==> src/rtl/ahb_pkg.sv <==
// ---------------------------------------------------------------------------
// Module : ahb_pkg
// Brief  : Shared AHB-Lite encodings and the burst next-address function.
// Rev    : 1.0  initial release
// ---------------------------------------------------------------------------
`default_nettype none

package ahb_pkg;

    typedef logic [1:0] htrans_t;
    typedef logic [2:0] hburst_t;
    typedef logic [2:0] hsize_t;

    localparam htrans_t HTRANS_IDLE   = 2'b00;
    localparam htrans_t HTRANS_BUSY   = 2'b01;
    localparam htrans_t HTRANS_NONSEQ = 2'b10;
    localparam htrans_t HTRANS_SEQ    = 2'b11;

    localparam hburst_t HBURST_SINGLE = 3'b000;
    localparam hburst_t HBURST_INCR   = 3'b001;
    localparam hburst_t HBURST_WRAP4  = 3'b010;
    localparam hburst_t HBURST_INCR4  = 3'b011;
    localparam hburst_t HBURST_WRAP8  = 3'b100;
    localparam hburst_t HBURST_INCR8  = 3'b101;
    localparam hburst_t HBURST_WRAP16 = 3'b110;
    localparam hburst_t HBURST_INCR16 = 3'b111;

    localparam logic HRESP_OKAY  = 1'b0;
    localparam logic HRESP_ERROR = 1'b1;

    localparam int NUM_MEM = 3;

    // Wrapping bursts stay inside an aligned window of beats*(1<<size) bytes.
    function automatic logic [31:0] ahb_next_addr(input logic [31:0] addr,
                                                  input hsize_t      size,
                                                  input hburst_t     burst);
        logic [31:0] inc;
        logic [31:0] mask;
        logic [31:0] result;
        inc    = 32'd1 << size;
        mask   = '0;
        result = addr + inc;
        case (burst)
            HBURST_SINGLE: result = addr;
            HBURST_WRAP4:  mask = (inc << 2) - 32'd1;
            HBURST_WRAP8:  mask = (inc << 3) - 32'd1;
            HBURST_WRAP16: mask = (inc << 4) - 32'd1;
            default:       mask = '0;
        endcase
        if (mask != '0) begin
            result = (addr & ~mask) | ((addr + inc) & mask);
        end
        return result;
    endfunction

endpackage

`default_nettype wire

==> src/rtl/ahb_master.sv <==
// ---------------------------------------------------------------------------
// Module : ahb_master
// Brief  : Command-port AHB-Lite master: address-phase capture, burst address
//          generation, write-data pipelining and read-data capture.
// Rev    : 1.0  initial release
// ---------------------------------------------------------------------------
`default_nettype none

module ahb_master
    import ahb_pkg::*;
#(
    parameter int DATA_W = 32,
    parameter int ADDR_W = 32
) (
    input  logic              clk,
    input  logic              rst,
    input  logic              enable,
    input  logic [DATA_W-1:0] in_hwdata,
    input  logic [ADDR_W-1:0] in_haddr,
    input  logic [2:0]        in_hsize,
    input  logic [2:0]        in_hburst,
    input  logic [1:0]        in_hsel,
    input  logic              in_hwrite,
    input  logic [1:0]        in_htrans,
    input  logic [DATA_W-1:0] hrdata,
    input  logic              hresp,
    output logic [ADDR_W-1:0] haddr,
    output logic [1:0]        htrans,
    output logic              hwrite,
    output logic [1:0]        hsel,
    output logic [DATA_W-1:0] hwdata,
    output logic [DATA_W-1:0] out_hrdata
);

    logic [ADDR_W-1:0] haddr_q, haddr_d;
    logic [1:0]        htrans_q, htrans_d;
    logic              hwrite_q, hwrite_d;
    logic [2:0]        hsize_q, hsize_d;
    logic [2:0]        hburst_q, hburst_d;
    logic [1:0]        hsel_q, hsel_d;
    logic [DATA_W-1:0] wdata_q, wdata_d;
    logic [DATA_W-1:0] hwdata_q, hwdata_d;
    logic [ADDR_W-1:0] burst_addr_q, burst_addr_d;
    logic              in_burst_q, in_burst_d;
    logic              dvalid_q, dvalid_d;
    logic              dwrite_q, dwrite_d;
    logic [DATA_W-1:0] rdata_q, rdata_d;
    logic              start;

    function automatic logic [ADDR_W-1:0] advance(input logic [ADDR_W-1:0] a,
                                                  input logic [2:0]        s,
                                                  input logic [2:0]        b);
        return ADDR_W'(ahb_next_addr(32'(a), s, b));
    endfunction

    always_comb begin
        start        = 1'b0;
        haddr_d      = haddr_q;
        htrans_d     = HTRANS_IDLE;
        hwrite_d     = hwrite_q;
        hsize_d      = hsize_q;
        hburst_d     = hburst_q;
        hsel_d       = hsel_q;
        wdata_d      = wdata_q;
        burst_addr_d = burst_addr_q;
        in_burst_d   = in_burst_q;
        hwdata_d     = wdata_q;
        dvalid_d     = (htrans_q == HTRANS_NONSEQ) || (htrans_q == HTRANS_SEQ);
        dwrite_d     = hwrite_q;
        rdata_d      = rdata_q;

        if (dvalid_q && !dwrite_q) begin
            rdata_d = (hresp == HRESP_ERROR) ? '0 : hrdata;
        end

        if (enable) begin
            case (in_htrans)
                HTRANS_NONSEQ: start = 1'b1;
                HTRANS_SEQ: begin
                    // A SEQ with no burst in progress has no base address to continue from.
                    if (in_burst_q) begin
                        htrans_d     = HTRANS_SEQ;
                        haddr_d      = burst_addr_q;
                        burst_addr_d = advance(burst_addr_q, hsize_q, hburst_q);
                        wdata_d      = in_hwdata;
                    end else begin
                        start = 1'b1;
                    end
                end
                HTRANS_BUSY: begin
                    if (in_burst_q) begin
                        htrans_d = HTRANS_BUSY;
                    end
                end
                default: in_burst_d = 1'b0;
            endcase
        end else begin
            in_burst_d = 1'b0;
        end

        if (start) begin
            htrans_d     = HTRANS_NONSEQ;
            haddr_d      = in_haddr;
            hwrite_d     = in_hwrite;
            hsize_d      = in_hsize;
            hburst_d     = in_hburst;
            hsel_d       = in_hsel;
            wdata_d      = in_hwdata;
            burst_addr_d = advance(in_haddr, in_hsize, in_hburst);
            in_burst_d   = 1'b1;
        end
    end

    always_ff @(posedge clk or posedge rst) begin
        if (rst) begin
            haddr_q      <= '0;
            htrans_q     <= HTRANS_IDLE;
            hwrite_q     <= 1'b0;
            hsize_q      <= '0;
            hburst_q     <= '0;
            hsel_q       <= '0;
            wdata_q      <= '0;
            hwdata_q     <= '0;
            burst_addr_q <= '0;
            in_burst_q   <= 1'b0;
            dvalid_q     <= 1'b0;
            dwrite_q     <= 1'b0;
            rdata_q      <= '0;
        end else begin
            haddr_q      <= haddr_d;
            htrans_q     <= htrans_d;
            hwrite_q     <= hwrite_d;
            hsize_q      <= hsize_d;
            hburst_q     <= hburst_d;
            hsel_q       <= hsel_d;
            wdata_q      <= wdata_d;
            hwdata_q     <= hwdata_d;
            burst_addr_q <= burst_addr_d;
            in_burst_q   <= in_burst_d;
            dvalid_q     <= dvalid_d;
            dwrite_q     <= dwrite_d;
            rdata_q      <= rdata_d;
        end
    end

    assign haddr      = haddr_q;
    assign htrans     = htrans_q;
    assign hwrite     = hwrite_q;
    assign hsel       = hsel_q;
    assign hwdata     = hwdata_q;
    assign out_hrdata = rdata_q;

endmodule

`default_nettype wire

==> src/rtl/ahb_mem_slave.sv <==
// ---------------------------------------------------------------------------
// Module : ahb_mem_slave
// Brief  : Zero-wait AHB-Lite word memory; storage is not cleared by reset.
// Rev    : 1.0  initial release
// ---------------------------------------------------------------------------
`default_nettype none

module ahb_mem_slave
    import ahb_pkg::*;
#(
    parameter int DATA_W = 32,
    parameter int DEPTH  = 16,
    parameter int IDX_W  = $clog2(DEPTH)
) (
    input  logic              clk,
    input  logic              rst,
    input  logic              hsel,
    input  logic [1:0]        htrans,
    input  logic              hwrite,
    input  logic [IDX_W-1:0]  haddr,
    input  logic [DATA_W-1:0] hwdata,
    output logic [DATA_W-1:0] hrdata,
    output logic              hresp
);

    logic              valid_q, valid_d;
    logic              write_q, write_d;
    logic [IDX_W-1:0]  addr_q, addr_d;
    logic              mem_we;
    logic [DATA_W-1:0] mem_q [DEPTH];

    always_comb begin
        valid_d = hsel && ((htrans == HTRANS_NONSEQ) || (htrans == HTRANS_SEQ));
        write_d = valid_d ? hwrite : write_q;
        addr_d  = valid_d ? haddr  : addr_q;
        mem_we  = valid_q && write_q;
    end

    always_ff @(posedge clk or posedge rst) begin
        if (rst) begin
            valid_q <= 1'b0;
            write_q <= 1'b0;
            addr_q  <= '0;
        end else begin
            valid_q <= valid_d;
            write_q <= write_d;
            addr_q  <= addr_d;
        end
    end

    // Whole word written regardless of transfer size.
    always_ff @(posedge clk) begin
        if (mem_we) begin
            mem_q[addr_q] <= hwdata;
        end
    end

    assign hrdata = mem_q[addr_q];
    assign hresp  = HRESP_OKAY;

endmodule

`default_nettype wire

==> src/rtl/ahb_top.sv <==
// ---------------------------------------------------------------------------
// Module : ahb_top
// Brief  : AHB-Lite subsystem: command master, decoder, three memory slaves,
//          default error slave and data-phase response mux.
// Rev    : 1.0  initial release
// ---------------------------------------------------------------------------
`default_nettype none

module ahb_top
    import ahb_pkg::*;
#(
    parameter int DATA_W    = 32,
    parameter int ADDR_W    = 32,
    parameter int MEM_DEPTH = 16
) (
    input  logic              clk,
    input  logic              hresetn,
    input  logic              enable,
    input  logic [DATA_W-1:0] in_hwdata,
    input  logic [ADDR_W-1:0] in_haddr,
    input  logic [2:0]        in_hsize,
    input  logic [2:0]        in_hburst,
    input  logic [1:0]        in_hsel,
    input  logic              in_hwrite,
    input  logic [1:0]        in_htrans,
    output logic [DATA_W-1:0] out_hrdata
);

    localparam int IDX_W = $clog2(MEM_DEPTH);

    logic [ADDR_W-1:0] haddr;
    logic [1:0]        htrans;
    logic              hwrite;
    logic [1:0]        hsel;
    logic [DATA_W-1:0] hwdata;
    logic [DATA_W-1:0] hrdata;
    logic              hresp;
    logic [3:0]        hsel_x;
    logic [3:0]        dsel_q, dsel_d;
    logic              err_valid_q, err_valid_d;
    logic [DATA_W-1:0] mem_rdata [NUM_MEM];
    logic              mem_resp  [NUM_MEM];
    logic              unused_haddr_hi;

    ahb_master #(
        .DATA_W (DATA_W),
        .ADDR_W (ADDR_W)
    ) u_master (
        .clk        (clk),
        .rst        (hresetn),
        .enable     (enable),
        .in_hwdata  (in_hwdata),
        .in_haddr   (in_haddr),
        .in_hsize   (in_hsize),
        .in_hburst  (in_hburst),
        .in_hsel    (in_hsel),
        .in_hwrite  (in_hwrite),
        .in_htrans  (in_htrans),
        .hrdata     (hrdata),
        .hresp      (hresp),
        .haddr      (haddr),
        .htrans     (htrans),
        .hwrite     (hwrite),
        .hsel       (hsel),
        .hwdata     (hwdata),
        .out_hrdata (out_hrdata)
    );

    // Any select value outside 0..2, including unknown, lands on the error slave.
    always_comb begin
        hsel_x = '0;
        case (hsel)
            2'd0:    hsel_x[0] = 1'b1;
            2'd1:    hsel_x[1] = 1'b1;
            2'd2:    hsel_x[2] = 1'b1;
            default: hsel_x[3] = 1'b1;
        endcase
    end

    for (genvar i = 0; i < NUM_MEM; i++) begin : g_mem
        ahb_mem_slave #(
            .DATA_W (DATA_W),
            .DEPTH  (MEM_DEPTH),
            .IDX_W  (IDX_W)
        ) u_mem (
            .clk    (clk),
            .rst    (hresetn),
            .hsel   (hsel_x[i]),
            .htrans (htrans),
            .hwrite (hwrite),
            .haddr  (haddr[IDX_W-1:0]),
            .hwdata (hwdata),
            .hrdata (mem_rdata[i]),
            .hresp  (mem_resp[i])
        );
    end

    assign unused_haddr_hi = ^haddr[ADDR_W-1:IDX_W];

    always_comb begin
        dsel_d      = hsel_x;
        err_valid_d = hsel_x[3] && ((htrans == HTRANS_NONSEQ) || (htrans == HTRANS_SEQ));
    end

    always_ff @(posedge clk or posedge hresetn) begin
        if (hresetn) begin
            dsel_q      <= '0;
            err_valid_q <= 1'b0;
        end else begin
            dsel_q      <= dsel_d;
            err_valid_q <= err_valid_d;
        end
    end

    // Response follows the slave that owns the current data phase.
    always_comb begin
        hrdata = '0;
        hresp  = HRESP_OKAY;
        for (int i = 0; i < NUM_MEM; i++) begin
            if (dsel_q[i]) begin
                hrdata = mem_rdata[i];
                hresp  = mem_resp[i];
            end
        end
        if (dsel_q[3]) begin
            hresp = err_valid_q ? HRESP_ERROR : HRESP_OKAY;
        end
    end

endmodule

`default_nettype wire

==> config.mk <==
export PLATFORM = sky130hd
export DESIGN_NAME = ahb_top
export DESIGN_NICKNAME = d
export VERILOG_FILES = /design/src/rtl/ahb_pkg.sv /design/src/rtl/ahb_master.sv /design/src/rtl/ahb_mem_slave.sv /design/src/rtl/ahb_top.sv
export SDC_FILE = /design/constraint.sdc
export NUM_CORES = 2
export LEC_CHECK = 0
export BUFFER_PORTS_ARGS = -buffer_cell sky130_fd_sc_hd__buf_4
export CORE_MARGIN = 2
export CORE_UTILIZATION = 50
export CTS_CLUSTER_SIZE = 8
export DETAILED_ROUTE_END_ITERATION = 8
export PLACE_DENSITY_LB_ADDON = 0.05
export RECOVER_POWER = 25
export SETUP_SLACK_MARGIN = 0.5
export SLEW_MARGIN = 20
export SYNTH_ARGS = -nofsm -noshare
export SYNTH_HDL_FRONTEND = slang
export SYNTH_HIERARCHICAL = 1
export SYNTH_SLANG_ARGS = --single-unit
export TNS_END_PERCENT = 20
==> constraint.sdc <==
create_clock -name clk -period 15.5 [get_ports clk]
set_input_delay 3.1 -clock clk [delete_from_list [all_inputs] [get_ports clk]]
set_output_delay 3.1 -clock clk [all_outputs]
set_load 0.05 [all_outputs]
* After elaboration in Yosys (flattened, before gate mapping)
Memory sizes are Yosys's and may differ from the RTL's.
Index checks and enable logic that the tools add are counted.
** Storage, ports and cells
- Register bits :: 169
- Latch bits :: 0
- RAM bits :: 1536
- ROM bits :: 0
- Input port bits :: 78
- Output and inout bits :: 32
- Logic and storage cells :: 131
- Memories :: 3
** Operators by class
- Add/sub/neg operators :: 8
- Multipliers :: 0
- Div/mod/pow operators :: 0
- Magnitude comparators :: 0
- Equality and inequality tests :: 15
- Shifts and indexed selects :: 2
- Multiplexer cells :: 49
- Bitwise gates (word level) :: 8
- Reductions and logical operators :: 22
** Memory list
- g_mem[0].u_mem.mem_q :: depth 16, width 32, read ports 1, clocked after Yosys merged registers in 0, write ports 1, RTL line ahb_mem_slave.sv:30 : logic [DATA_W-1:0] mem_q [DEPTH];
- g_mem[1].u_mem.mem_q :: depth 16, width 32, read ports 1, clocked after Yosys merged registers in 0, write ports 1, RTL line ahb_mem_slave.sv:30
- g_mem[2].u_mem.mem_q :: depth 16, width 32, read ports 1, clocked after Yosys merged registers in 0, write ports 1, RTL line ahb_mem_slave.sv:30
** Operators by type and width (count)
- 32-bit two-way mux :: 20
- 32-bit case mux with 3 select lines :: 2
- 32-bit by 1-bit subtractor with 32-bit output, second input constant :: 6
- 32-bit bitwise AND :: 4
- 32-bit adder :: 2
- 32-bit inverter :: 2
- 32-bit OR :: 2
- 32-bit nonzero test :: 2
- 1-bit by 3-bit << shifter with 32-bit output, first input constant :: 2
- 1-bit two-way mux :: 18
- 4-bit two-way mux :: 4
- 3-bit == test, second input constant :: 4
- 2-bit == test, second input constant :: 5
- 1-bit logical AND :: 8
- 3-bit by 2-bit == test with 1-bit output, second input constant :: 2
- 3-bit logical NOT :: 2
- 2-bit two-way mux :: 3
- 2-bit nonzero test :: 3
- 3-bit OR reduction :: 2
- 2-bit by 1-bit == test with 1-bit output, second input constant :: 2
- 2-bit case mux with 2 select lines :: 1
- 4-bit AND reduction :: 1
- 3-bit by 1-bit != test with 1-bit output, second input constant :: 1
- 3-bit by 2-bit != test with 1-bit output, second input constant :: 1
- 5 further kinds :: 5

* Logic depth before layout (Yosys ltp)
- Depth in word-level cells :: 14
- Mapped depth :: 12
- Gate-level depth less buffers :: 10

* Hierarchy
The synthesis kept the hierarchy.
** Modules (own cells, without submodules)
- ahb_mem_slave :: times used 3, cells an instance 827, area an instance 19488.7 um^2, sequential area each 15524.9 um^2
- ahb_master :: times used 1, cells an instance 1157, area an instance 9785.6 um^2, sequential area each 4354.2 um^2
- ahb_top :: times used 1, cells an instance 162, area an instance 1134.8 um^2, sequential area each 125.1 um^2

* Worst setup path after synthesis
Ideal clock, no wire load.
- Path kind :: in2reg
- Start :: input in_hsize[2]
- End :: register with a tool-made name
- Setup time :: 0.134 ns
- Arrival time :: 5.714 ns
- Data required time :: 15.366 ns
- Path slack :: 9.652 ns
- Stages on the path :: 14
- Path buffers :: 2
- Cells stage by stage :: buf_2 > or3_1 > clkbuf_1 > inv_1 > ha_1 > inv_1 > fa_1 > nand2b_1 > a21oi_1 > o21ai_0 > a31oi_4 > mux2_2 > o211ai_1 > o211ai_1
** RTL lines
- start, declared :: RTL line ahb_top.sv:21 : input logic [2:0] in_hsize,

* Worst setup path in the final report
- Start :: register u_master.rdata_q[26], in the netlist u_master/out_hrdata[26]
- End :: output out_hrdata[26]
** RTL lines
- start, declared :: RTL line ahb_master.sv:47 : logic [DATA_W-1:0] rdata_q, rdata_d;
- start signal, assigned :: RTL line ahb_master.sv:142 : rdata_q <= rdata_d;
- end, declared :: RTL line ahb_top.sv:26 : output logic [DATA_W-1:0] out_hrdata
No word-level cell between the ends.

==> impl_metrics.yaml <==
status:
  outcome: "complete, but fails checks"
  violations: "capacitance limit, slew limit"
yosys:
  syn-mean-instance-area_um2: 20.52
  netlist_area_mm2: 0.06433
  syn_nets: 3225
  synth_warnings: 6
  gate_count_of_the_mapped_netlist: 3135
setup_path:
  worst_ep_arrival_time_ps: 1480
  reg2reg_path_depth: 9
  cpMaxStageDelayCell: "dfrtp_1"
  worst_r2r_endpoint: "u_master/out_hrdata[10]"
  critical_path.reg2reg.startpoint: "g_mem[0].u_mem/addr_q[0]"
  cp.buffers_inverters: 1
  crit_path_max_fanout: 2
  criticalPathCategory: "register to output pin"
  timing.critical_path.to_type: "output pin"
  critical_path.cell_chain: "buf_4"
  crit_path_leading_delay_family: "flip-flops"
  type_of_origin_of_the_critical_path: "register"
  timing.critical_path.required_ps: 12400
  rrSetupSlack_ps: 11410
  critical_path.max_stage_delay_ps: 430
hold_path:
  min_from: "u_master/hwdata_d[17]"
  min-delay-path-class: "register to register"
  min_path_cells: 0
  worstHoldEndpoint: "u_master/hwdata[17]"
drt:
  vias_per_cell: 6.157
  route.detailed.drc: 0
  routed_wl_um: 162500
  drt_first_iter_violations: 3323
  overall_via_count_from_detail_route: 31522
  post_route_ant_nets: 0
  routedWlPerCell_um: 31.75
  drt_pre_antenna_iters: 5
cts:
  path_clk_slew_ps: 50
  cts.repair.resized: 0
  cts_hold_buffers: 0
  htree_num_levels: 4
  cts_num_sinks: 1676
  tritoncts: "built"
  clock_tree_root: "clkbuf_16"
  clkLatencyLatePin_ps: 830
  postCtsSetupBuffers: 0
  numCtsBuffers: 227
  cts.path.max_buffers: 3
timing:
  timing.final.hold_violations: 0
  tightestPinTransition_ps: 2753
  setup-tns-final_ps: 0
  period_minus_slack_ps: 4582
  maxSlewViolCount: 964
  max_clock_freq_mhz: 218.2
  final.period_utilization: 0.2956
  worst_slew_margin_rel: -0.8351
  worst_clock_skew_ps: 22.79
  timing.final.setup_violations: 0
  grt_setup_unrepaired: "false"
die:
  core_mm2: 0.1277
  die_area_mm2: 0.1315
  floorplan.io_pins: 110
  die_height_um: 362.7
  site_row_count: 131
  die_w_um: 362.7
  initial_utilization: 0.5038
grt:
  global_route.overflow_total: 0
  grt_start_max_net_pins: 109
  number_of_antenna_violations_at_the_first_check_in_global_routing: 12
  global_route_wire_length_before_repair_um: 231400
  vias_in_the_first_global_route: 32876
  track_usage: 0.2516
flow_run:
  cap_violations: 20
placed_design:
  detailedPlacementHpwl_um: 87130
  io_buffer_count: 81
  placedInstanceArea_mm2: 0.06702
  place.gp.congestion: 0.7894
finish:
  nets: 3418
  num_antenna_cells: 0
  layout.cell_area.non_filler_mm2: 0.07336
  drive_above_1_share: 0.2577
  nFillCells: 9415
  syn_to_final_growth_pct: 14.04
power_and_ir_drop:
  p_per_area_mw_per_mm2: 175.9
  max-vdd-ir-drop_v: 0.0001372
  total_leakage_power_nw: 24.16
## where the power goes
part           switching [mW]  internal, mW  leakage [nW]
registers               0.303          5.17          15.7
logic                    1.73          1.22          5.46
clock network            1.77          2.71          3.05
total                    3.80          9.10          24.2
## worst register-to-register path: stages, from the launching register on
cell and delay, ps:
dfrtp_4 680, buf_4 760, buf_4 810, mux4_2 610, a22oi_1 230, nand2_1 110, nand3b_1 170, a21oi_1 230
nand2b_1 240, o21ai_0 110
## metal layers
metal | GRT usage | vias to the layer above | routed length (um)
li1 | - | 13079 | -
met1 | 0.3491 | 16999 | 67260
met2 | 0.4066 | 1221 | 78890
met3 | 0.05113 | 223 | 12280
met4 | 0.07615 | 0 | 4114
met5 | 0 | - | 0
## registers in the layout (all words and copies together), names as in the netlist, 2 cells and up, named ones only
signal and flops:
dsel_q 4, g_mem.u_mem/addr_q 12, g_mem.u_mem/mem_q 1536, g_mem.u_mem/valid_q 3, g_mem.u_mem/write_q 3, u_master/haddr 4, u_master/hburst_q 3, u_master/hsel 2
u_master/hsize_q 3, u_master/hwdata 32, u_master/hwdata_d 32, u_master/out_hrdata 32
## final cells by class
type                       count  area [um2]  area share
clock buffer                 349        6233     0.08497
inverter                      24       95.09    0.001296
tap                         1662        2079     0.02835
sequential                  1676       49670      0.6771
multi-input combinational   1216       13810      0.1883
clock inverter                10       131.4    0.001791
timing repair buffer         183        1339     0.01825
## metrics by stage
stage	instances	hold WS, ps	total power [mW]	worst slack [ps]	util
final	5120	363.5	12.90	10920	0.5745
after global routing	5120	379.1	13.40	10870	0.5745
after CTS	5118	370.1	13.01	10710	0.5748
after detailed placement	4759	359.7	8.533	10400	0.5249
after global placement	4759	358.6	8.478	10410	0.5249
after floorplan	3135	353.5	7.521	9299	-
## placed cells by master (no fill, tap or decap), types with 3 or more instances in the layout
cell       count
edfxtp_1    1536
mux4_2       384
nand2_1      267
clkbuf_16    231
a22oi_1      192
buf_4        159
clkbuf_1     137
dfrtp_1      125
a21oi_1       69
nand2b_1      39
o21ai_0       39
nor2_4        38
nor2b_1       35
nand3b_1      33
inv_1         21
mux2_2        16
nor2_1        13
nor3_2        10
ha_1          10
dfrtp_4        9
a21oi_2        8
inv_6          7
dfrtp_2        6
nand4b_1       6
or3_1          5
and2_1         4
a31oi_1        4
nor3_1         4
a211oi_1       3
clkinv_8       3
nor2b_2        3
nand4_1        3
conb_1         3
nor2b_4        3
## how the worst max path moves through the flow
| stage | startpoint | to | slack [ps] | cells past startpoint |
|---|---|---|---|---|
| 3_5_place_dp | enable | register | 10400 | 8 |
| 2_1_floorplan | hresetn | async pin | 9300 | 1 |
| 5_1_grt | u_master/out_hrdata[26] | out_hrdata[26] | 10870 | 1 |
| 4_1_cts | g_mem[0].u_mem/addr_q[0] | u_master/out_hrdata[10] | 10710 | 9 |
| 3_3_place_gp | enable | register | 10410 | 8 |
| 6_report | u_master/out_hrdata[26] | out_hrdata[26] | 10920 | 1 |
Note: power is estimated with default switching activity, not from simulation.
